`src/rtl/tlp_header_assembler.sv`:
```
// Gathers each received TLP's 3DW/4DW header and first payload DW into one descriptor,
// drops packets whose framing disagrees with fmt/length, and stalls the stream until the descriptor is taken.
module tlp_header_assembler #(
  parameter int          DROP_CNT_WIDTH = 8,
  parameter logic [31:0] PAD_DW         = 32'h00000000
) (
  input  logic                      clk,
  input  logic                      rst_n,
  input  logic [31:0]               rx_data,
  input  logic                      rx_valid,
  input  logic                      rx_sop,
  input  logic                      rx_eop,
  output logic                      rx_ready,
  output logic [127:0]              out_header,
  output logic [31:0]               out_payload,
  output logic                      out_has_payload,
  output logic                      out_hdr_4dw,
  output logic                      out_valid,
  input  logic                      out_accept,
  output logic                      err_malformed,
  output logic [DROP_CNT_WIDTH-1:0] drop_count
);
  typedef enum logic [2:0] {IDLE, HDR, PAY, DRAIN, HOLD} state_t;

  state_t                    state_reg, state_next;
  logic [1:0]                dw_idx_reg, dw_idx_next;
  logic [10:0]               len_reg;
  logic [10:0]               remain_reg, remain_next;
  logic                      discard_reg, discard_next;
  logic                      ready_reg;
  logic [31:0]               payload_reg;
  logic                      err_reg;
  logic [DROP_CNT_WIDTH-1:0] drop_reg;

  logic xfer;
  logic start;
  logic hdr_we;
  logic pay_we;
  logic err;
  logic last_hdr;
  logic sop_restart;

  assign xfer     = rx_valid && ready_reg;
  assign last_hdr = (dw_idx_reg == (out_hdr_4dw ? 2'd3 : 2'd2));
  // A sop seen while discarding the tail of a bad packet is part of that tail.
  assign sop_restart = xfer && rx_sop && (state_reg != HOLD) &&
                       !((state_reg == IDLE) && discard_reg);

  always_comb begin
    state_next   = state_reg;
    dw_idx_next  = dw_idx_reg;
    remain_next  = remain_reg;
    discard_next = discard_reg;
    start        = 1'b0;
    hdr_we       = 1'b0;
    pay_we       = 1'b0;
    err          = 1'b0;
    if (sop_restart) begin
      start        = 1'b1;
      discard_next = 1'b0;
      dw_idx_next  = 2'd1;
      err          = (state_reg != IDLE) || rx_eop;
      state_next   = rx_eop ? IDLE : HDR;
    end else begin
      case (state_reg)
        IDLE: begin
          if (xfer && discard_reg && rx_eop) discard_next = 1'b0;
        end
        HDR: begin
          if (xfer) begin
            hdr_we = 1'b1;
            if (!last_hdr) begin
              dw_idx_next = dw_idx_reg + 2'd1;
              if (rx_eop) begin
                err        = 1'b1;
                state_next = IDLE;
              end
            end else if (out_has_payload) begin
              if (rx_eop) begin
                err        = 1'b1;
                state_next = IDLE;
              end else begin
                state_next = PAY;
              end
            end else if (rx_eop) begin
              state_next = HOLD;
            end else begin
              err          = 1'b1;
              state_next   = IDLE;
              discard_next = 1'b1;
            end
          end
        end
        PAY: begin
          if (xfer) begin
            pay_we = 1'b1;
            if (len_reg == 11'd1) begin
              if (rx_eop) begin
                state_next = HOLD;
              end else begin
                err          = 1'b1;
                state_next   = IDLE;
                discard_next = 1'b1;
              end
            end else if (rx_eop) begin
              err        = 1'b1;
              state_next = IDLE;
            end else begin
              state_next  = DRAIN;
              remain_next = len_reg - 11'd1;
            end
          end
        end
        DRAIN: begin
          if (xfer) begin
            remain_next = remain_reg - 11'd1;
            if (remain_reg == 11'd1) begin
              if (rx_eop) begin
                state_next = HOLD;
              end else begin
                err          = 1'b1;
                state_next   = IDLE;
                discard_next = 1'b1;
              end
            end else if (rx_eop) begin
              err        = 1'b1;
              state_next = IDLE;
            end
          end
        end
        HOLD: begin
          if (out_accept) state_next = IDLE;
        end
        default: state_next = IDLE;
      endcase
    end
  end

  always_ff @(posedge clk) begin
    if (!rst_n) begin
      state_reg   <= IDLE;
      dw_idx_reg  <= 2'd0;
      len_reg     <= 11'd0;
      remain_reg  <= 11'd0;
      discard_reg <= 1'b0;
      ready_reg   <= 1'b0;
      err_reg     <= 1'b0;
      drop_reg    <= '0;
      payload_reg <= 32'h0;
    end else begin
      state_reg   <= state_next;
      dw_idx_reg  <= dw_idx_next;
      remain_reg  <= remain_next;
      discard_reg <= discard_next;
      ready_reg   <= (state_next != HOLD);
      err_reg     <= err;
      // A zero length field encodes 1024 DWs.
      if (start) len_reg <= {(rx_data[9:0] == 10'd0), rx_data[9:0]};
      if (err && !(&drop_reg)) drop_reg <= drop_reg + {{(DROP_CNT_WIDTH-1){1'b0}}, 1'b1};
      if (start) payload_reg <= PAD_DW;
      else if (pay_we) payload_reg <= rx_data;
    end
  end

  // Header slots: reloaded on every sop so nothing from a previous packet survives.
  for (genvar gi = 0; gi < 4; gi++) begin : g_slot
    logic [31:0] slot_reg;
    logic [31:0] slot_init;
    if (gi == 0) begin : g_dw0
      assign slot_init = rx_data;
    end else if (gi == 3) begin : g_dw3
      assign slot_init = rx_data[29] ? 32'h0 : PAD_DW;
    end else begin : g_mid
      assign slot_init = 32'h0;
    end
    always_ff @(posedge clk) begin
      if (!rst_n) slot_reg <= 32'h0;
      else if (start) slot_reg <= slot_init;
      else if (hdr_we && (dw_idx_reg == 2'(gi))) slot_reg <= rx_data;
    end
    assign out_header[gi*32 +: 32] = slot_reg;
  end

  assign out_has_payload = out_header[30];
  assign out_hdr_4dw     = out_header[29];
  assign out_payload     = payload_reg;
  assign out_valid       = (state_reg == HOLD);
  assign rx_ready        = ready_reg;
  assign err_malformed   = err_reg;
  assign drop_count      = drop_reg;
endmodule

```
`config.mk`:
```
export PLATFORM = sky130hd
export DESIGN_NAME = tlp_header_assembler
export DESIGN_NICKNAME = d
export VERILOG_FILES = /design/src/rtl/tlp_header_assembler.sv
export SDC_FILE = /design/constraint.sdc
export NUM_CORES = 1
export LEC_CHECK = 0
export ABC_AREA = 1
export CORE_ASPECT_RATIO = 1.4
export CORE_MARGIN = 2
export CORE_UTILIZATION = 30
export DETAILED_ROUTE_END_ITERATION = 10
export PLACE_DENSITY = 0.55
export REMOVE_ABC_BUFFERS = 1
export SYNTH_ARGS = -nofsm -noshare
export SYNTH_HDL_FRONTEND = slang
export SYNTH_SLANG_ARGS = --single-unit
```
`constraint.sdc`:
```
create_clock -name clk -period 4.05 [get_ports clk]
set_input_delay 0.405 -clock clk [delete_from_list [all_inputs] [get_ports clk]]
set_output_delay 0.405 -clock clk [all_outputs]
set_load 0.01 [all_outputs]
```
==> results of run 1 <==
-- per-stage QoR --
step	instances	total power, mW	util [%]
after floorplan	1006	2.186	-
after global placement	1552	2.356	39.07
after detailed placement	1552	2.358	39.07
after CTS	1584	4.157	41.37
after global routing	1584	4.263	41.37
final	1584	4.104	41.37
-- cell usage in the layout (no fill, tap or decap), types with 2 or more instances in the layout --
cell type        Yosys  routed
nor2_1             128     128
clkinv_4             0       4
clkbuf_16            0      17
buf_12               0       4
nor2_2               4       3
a31oi_1              2       2
clkdlybuf4s50_1      0     209
ha_1                13      13
inv_6                0       4
nand2_1             81      81
xor2_1               4       4
nor3_1               2       2
inv_2               11      11
nor2_4               1       2
xnor2_1              4       4
nand2_2              7       7
nand3_1             26      25
dfxtp_1            198     198
o31ai_1              4       4
clkinv_2             0       2
a21oi_1            154     154
o21ai_1             12      12
o22ai_1              2       2
nand4_1              6       6
buf_4                4       4
nand3_2              3       4
o211ai_1             4       4
inv_1              146     146
nor4_1               2       2
bufinv_16            0       3
o21ai_0            180     180
-- metal layers --
layer  vias to the layer above  GRT usage (%)  wire, um  part of all wire (%)
met5                         -              0         0                     0
met4                         0          6.637       742                   2.9
met3                        36          4.329      1224                   4.9
met2                       168          32.37     13120                    52
met1                      3418          19.83     10090                    40
li1                       3804              -         -                     -
-- how the worst max path moves through the flow --
stage                                  startpoint                                   to  slack (ns)
final                     len_reg[2]$_SDFFE_PN0P_           drop_count[7]$_SDFFE_PN0P_        1.34
after global routing      state_reg[1]$_SDFF_PN0_  g_slot[1].slot_reg[15]$_SDFFE_PP0P_        1.16
after CTS                 len_reg[1]$_SDFFE_PN0P_           drop_count[3]$_SDFFE_PN0P_        1.34
after detailed placement                 rx_valid         out_payload[16]$_SDFFE_PP0P_        1.15
after global placement                   rx_valid         out_payload[13]$_SDFFE_PP0P_        1.24
after floorplan           state_reg[1]$_SDFF_PN0_   g_slot[1].slot_reg[0]$_SDFFE_PP0P_        1.47
-- power groups by stage --
stage                     registers [mW]  logic (mW)  clock network [mW]
final                               1.99       0.319                1.79
after global routing                2.00       0.355                1.91
after CTS                           1.99       0.323                1.84
after detailed placement            2.04       0.321                   0
after global placement              2.04       0.319                   0
after floorplan                     2.04       0.142                   0
-- kinds of logic after synthesis --
group                    Yosys count  share of synthesized area (%)
adder cells (fa/ha/maj)           13                          2.017
AND/OR/NAND/NOR                  266                          14.11
AO/OA/AOI/OAI                    362                          22.95
buffers and inverters            217                          10.89
XOR/XNOR                           8                         0.8689
flip-flops                       198                          49.16
-- layout make-up --
| class | count | area (um2) |
|---|---|---|
| fill | 2728 | 15630 |
| timing repair buffer | 218 | 2207 |
| clock inverter | 13 | 170.2 |
| sequential | 198 | 3964 |
| multi-input combinational | 649 | 3231 |
| clock buffer | 19 | 442.9 |
| inverter | 159 | 599.3 |
| tap | 328 | 410.4 |
-- tightest hold or removal path, delay by kind of cell --
family                 cells  cell delay, ns
buffers and inverters      2            0.34
AO/OA/AOI/OAI              1            0.06
==> reports/results.txt, run 1 <==
status: finished, final reports clean
Reg clk slew, reported paths: 0.07 ns
CTS tree: done
Nets: 1294
synthesized area per cell: 7.578 um2
num rows: 71
Max Freq: 368.6 MHz
r2r worst-path depth: 14
routability congestion estimate: 0.8114
CTS sink count: 198
die width: 142.6 um
Setup WS post-layout: 1.337 ns
register area share after synthesis: 49.16%
Synth Instances: 1064
CP Capture Type: register
Slew HR: 43.80%
Slew @ Worst Pin: 0.8420 ns
Worst EP arrival: 3.04 ns
number of global-route vias before repair: 7000
post-layout minimum cycle time: 2.713 ns
post-DP HPWL: 17620 um
Power per Cell Area: 372.2 nW/um2
die area: 28220 um2
Post-synth EDFFs: 0
maxcap violations: 0
critical path class: register to register
vias per cell: 4.688
number of DRC markers after the initial detailed-route iteration: 349
Async S/R FF share, synth: 0%
hold buffers post-CTS: 0
switch share: 24.39%
initial antenna violation count: 0
Seq cells post-synth: 198
P_int: 3.103 mW
Pins Over Slew Limit: 0
Area growth syn-to-layout: 36.73%
# IOs: 211
ys flop type: dfxtp_1
Clock Path Buffers: 2
post-route setup TNS: 0 ns
Synth area leader: dfxtp_1
worst path cell trace: nor2_1, inv_1, nor4_1, inv_1, ha_1, nand2_1, nand2_1, inv_1, nand2_1, nand3_1, nand2_2, nand3_1, nand2_1, nor2_1
Critical Path RT: 4.38 ns
startpoint types: register
commonest cells in the netlist: 198 x dfxtp_1, 180 x o21ai_0, 154 x a21oi_1
CP bufs+invs: 3
Worst path max stage delay: 0.55 ns
FF-to-FF End: drop_count[7]$_SDFFE_PN0P_
worst hold start: rst_n
crit-path max FO: 16
count of cell types in the netlist: 40
Synth area leaders: dfxtp_1 49%, o21ai_0 11%, a21oi_1 9.6%
H-tree level count: 4
number of CTS-inserted buffers: 17
hold endpoint: remain_reg[9]$_SDFFE_PN0P_
clock power share: 43.7%
Routed WL per cell: 15.89 um
Die H: 198.0 um
Yosys warning total: 0
Top cell by count, worst path: nand2_1
first-pass GRT wire length: 38930 um
max FFs per register: 128
most common cell in the netlist: dfxtp_1
layout cells sized above 1: 5.573%
critical path's slowest cell: nor4_1
routed wire length: 25180 um
leakage power: 4.181 nW
design area: 11020 um2
worst reg2reg path startpoint: len_reg[2]$_SDFFE_PN0P_
Post-DP Area: 10410 um2
pre-CTS setup slack: 1.149 ns
gr usage total: 17.77%
period utilization: 66.98%
skew final: 0.01243 ns
area share of the leading cell type in the synthesized netlist: 49.16%
synthesized cell area: 8063 um2
RSZ-0062 raised after global routing: no
Fin. Hold Viols: 0
Worst path depth: 14
final count of negative-setup-slack endpoints: 0
delay-heaviest family, CP: simple AND/OR/NAND/NOR gates
Post-route DRC: 0
setup bufs post-CTS: 0
Comb power frac: 7.8%
worst min path class: primary input to register
core area: 26650 um2
detailed-route via count: 7426
drt first pass iters: 5
Max IR drop VDD: 0.0003010 V
PostCTS Resize Cnt: 0
worst-skew pair later-pin latency: 0.44 ns
hold path depth: 3
Root Buffer: clkbuf_16
final hold slack: 0.4199 ns
Starting Density: 30.25%
I/O Buffers: 210
gr ovfl total: 0
maximum number of pins on one net before global-route repair: 65
sequential share of power: 48.5%
Ant. Diodes: 0
post-route ant nets: 0
switching pwr: 1.001 mW
R2R Setup Slk: 1.34 ns
No activity file was read; power rests on OpenSTA's default activity.
==> inputs of run 2 (changes only) <==
==> constraint.sdc (replaced) <==
create_clock -name clk -period 2.6 [get_ports clk]
set_input_delay 0.26 -clock clk [delete_from_list [all_inputs] [get_ports clk]]
set_output_delay 0.26 -clock clk [all_outputs]
set_load 0.01 [all_outputs]
==> run 2 against run 1 <==
Compared with the run above:
- flip-flop and latch count stayed put
- fmax is 16% higher
- global-route usage is 0.24 points higher
- total power is 49% higher
==> reports/results.txt, run 2 (synthesis gave the netlist of run 1 again) <==
gr ovfl total: 0 (unchanged)
Area growth syn-to-layout: 37.49% (was 36.73%)
Setup WS post-layout: 0.2519 ns (was 1.337 ns)
Nets: 1307 (was 1294)
Starting Density: 30.25% (unchanged)
number of global-route vias before repair: 7204 (was 7000)
critical path's slowest cell: nor4_1 (unchanged)
PostCTS Resize Cnt: 0 (unchanged)
Pins Over Slew Limit: 0 (unchanged)
skew final: 0.01103 ns (was 0.01243 ns)
placed cells: 1565 (was 1552)
Worst path max stage delay: 0.36 ns (was 0.55 ns)
post-route ant nets: 0 (unchanged)
total power: 6.133 mW (was 4.104 mW)
hold buffers post-CTS: 0 (unchanged)
num rows: 71 (unchanged)
first-pass GRT wire length: 39620 um (was 38930 um)
worst-skew pair later-pin latency: 0.44 ns (about the same)
post-DP HPWL: 17740 um (was 17620 um)
design area: 11090 um2 (was 11020 um2)
fillers: 2698 (was 2728)
Post-route DRC: 0 (unchanged)
post-layout minimum cycle time: 2.348 ns (was 2.713 ns)
worst path cell trace: inv_1, ha_1, inv_1, nor4_1, inv_1, ha_1, nand2_1, nand2_1, inv_1, nand2_1, nand3_1, nand2_2, nand3_1, nand2_1, nor2_1 (was nor2_1, inv_1, nor4_1, inv_1, ha_1, nand2_1, nand2_1, inv_1, nand2_1, nand3_1, nand2_2, nand3_1, nand2_1, nor2_1)
CP Capture Type: register (unchanged)
commonest cells after routing, fill and taps aside: 209 x clkdlybuf4s50_1, 198 x dfxtp_1, 180 x o21ai_0 (unchanged)
startpoint types: register (unchanged)
detailed-route via count: 7539 (was 7426)
layout cells sized above 1: 6.388% (was 5.573%)
critical path class: register to register (unchanged)
maximum number of pins on one net before global-route repair: 61 (was 65)
Max IR drop VDD: 0.0004704 V (was 0.0003010 V)
leakage power: 4.213 nW (was 4.181 nW)
Max Freq: 425.9 MHz (was 368.6 MHz)
final count of negative-setup-slack endpoints: 0 (unchanged)
worst min path class: primary input to register (unchanged)
Worst EP arrival: 2.68 ns (was 3.04 ns)
most common cell after layout, fill and taps aside: clkdlybuf4s50_1 (unchanged)
number of CTS-inserted buffers: 17 (unchanged)
initial antenna violation count: 1 (was 0)
RSZ-0062 raised after global routing: no (unchanged)
Slew HR: 51.99% (was 43.80%)
CTS tree: done (unchanged)
routed wire length: 25250 um (was 25180 um)
vias per cell: 4.721 (was 4.688)
Post-DP Area: 10550 um2 (was 10410 um2)
drt first pass iters: 5 (unchanged)
I/O Buffers: 210 (unchanged)
multi-input logic area: 3231 um2 (unchanged)
crit-path max FO: 16 (unchanged)
number of DRC markers after the initial detailed-route iteration: 344 (was 349)
routability congestion estimate: 0.8924 (was 0.8114)
Clock Path Buffers: 2 (unchanged)
Routed WL per cell: 15.81 um (was 15.89 um)
H-tree level count: 4 (unchanged)
die width: 142.6 um (unchanged)
non-filler cells, final: 1597 (was 1584)
CTS sink count: 198 (unchanged)
status: finished, final reports clean (unchanged)
area occupied by registers: 3964 um2 (unchanged)
Reg clk slew, reported paths: 0.07 ns (about the same)
final hold slack: 0.2366 ns (was 0.4199 ns)
Die H: 198.0 um (unchanged)
period utilization: 90.31% (was 66.98%)
Power per Cell Area: 553.2 nW/um2 (was 372.2 nW/um2)
post-layout util: 41.60% (was 41.37%)
Critical Path RT: 2.94 ns (was 4.38 ns)
gr usage total: 18.01% (was 17.77%)
max FFs per register: 128 (unchanged)
Slew @ Worst Pin: 0.7184 ns (was 0.8420 ns)
pre-CTS setup slack: 0.2436 ns (was 1.149 ns)
maxcap violations: 0 (unchanged)
post-route setup TNS: 0 ns (unchanged)
die area: 28220 um2 (unchanged)
Fin. Hold Viols: 0 (unchanged)
Root Buffer: clkbuf_16 (unchanged)
# IOs: 211 (unchanged)
setup bufs post-CTS: 0 (unchanged)
core area: 26650 um2 (unchanged)
-- run 2: cell types whose count changed in the layout (fill, tap and decap cells not counted) --
cell	delta
buf_12	+3
buf_4	+10
bufinv_16	-2
clkbuf_1	+1
clkbuf_8	-1
clkinv_2	+3
clkinv_4	-4
clkinvlp_4	+3
diode_2	+1
inv_6	-1
-- run 2: layout make-up --
type                            count  share of cell area, %
Antenna cell                        1                0.02257
Clock buffer                       19                  3.905
Clock inverter                     12                 0.9368
Inverter                          159                  5.406
Multi-Input combinational cell    649                  29.14
Sequential cell                   198                  35.76
Tap cell                          328                  3.702
Timing Repair Buffer              231                  21.13
-- run 2: critical path, delay by kind of cell, from the launching register on --
| family | cells | cell delay [ns] |
|---|---|---|
| DFF | 1 | 0.31 |
| buffers and inverters | 4 | 0.28 |
| and+or+nand+nor | 9 | 1.14 |
| adders and majority gates | 2 | 0.49 |
-- run 2: report_power, final --
group          internal, mW  switching, mW  total, mW
clock network          1.32           1.20       2.51
logic                 0.217          0.299      0.517
registers              3.07         0.0295       3.10
total                  4.61           1.53       6.13
-- run 2: path summary, 6_finish.rpt --
| check | startpoint | to | slack, ns | cells after the start |
|---|---|---|---|---|
| setup / recovery | len_reg[1]$_SDFFE_PN0P_ | drop_count[0]$_SDFFE_PN0P_ | 0.25 | 15 |
| hold / removal | rst_n | remain_reg[2]$_SDFFE_PN0P_ | 0.24 | 4 |
| setup reg to reg | len_reg[1]$_SDFFE_PN0P_ | drop_count[0]$_SDFFE_PN0P_ | 0.25 | 15 |
| hold reg to reg | g_slot[3].slot_reg[18]$_SDFFE_PP0P_ | g_slot[3].slot_reg[18]$_SDFFE_PP0P_ | 0.44 | 2 |
-- run 2: per-layer routing --
metal	track usage, %	vias up	wire length [um]
li1	-	3844	-
met1	20.31	3471	10210
met2	32.03	177	12940
met3	4.377	47	1205
met4	7.811	0	891
met5	0	-	0
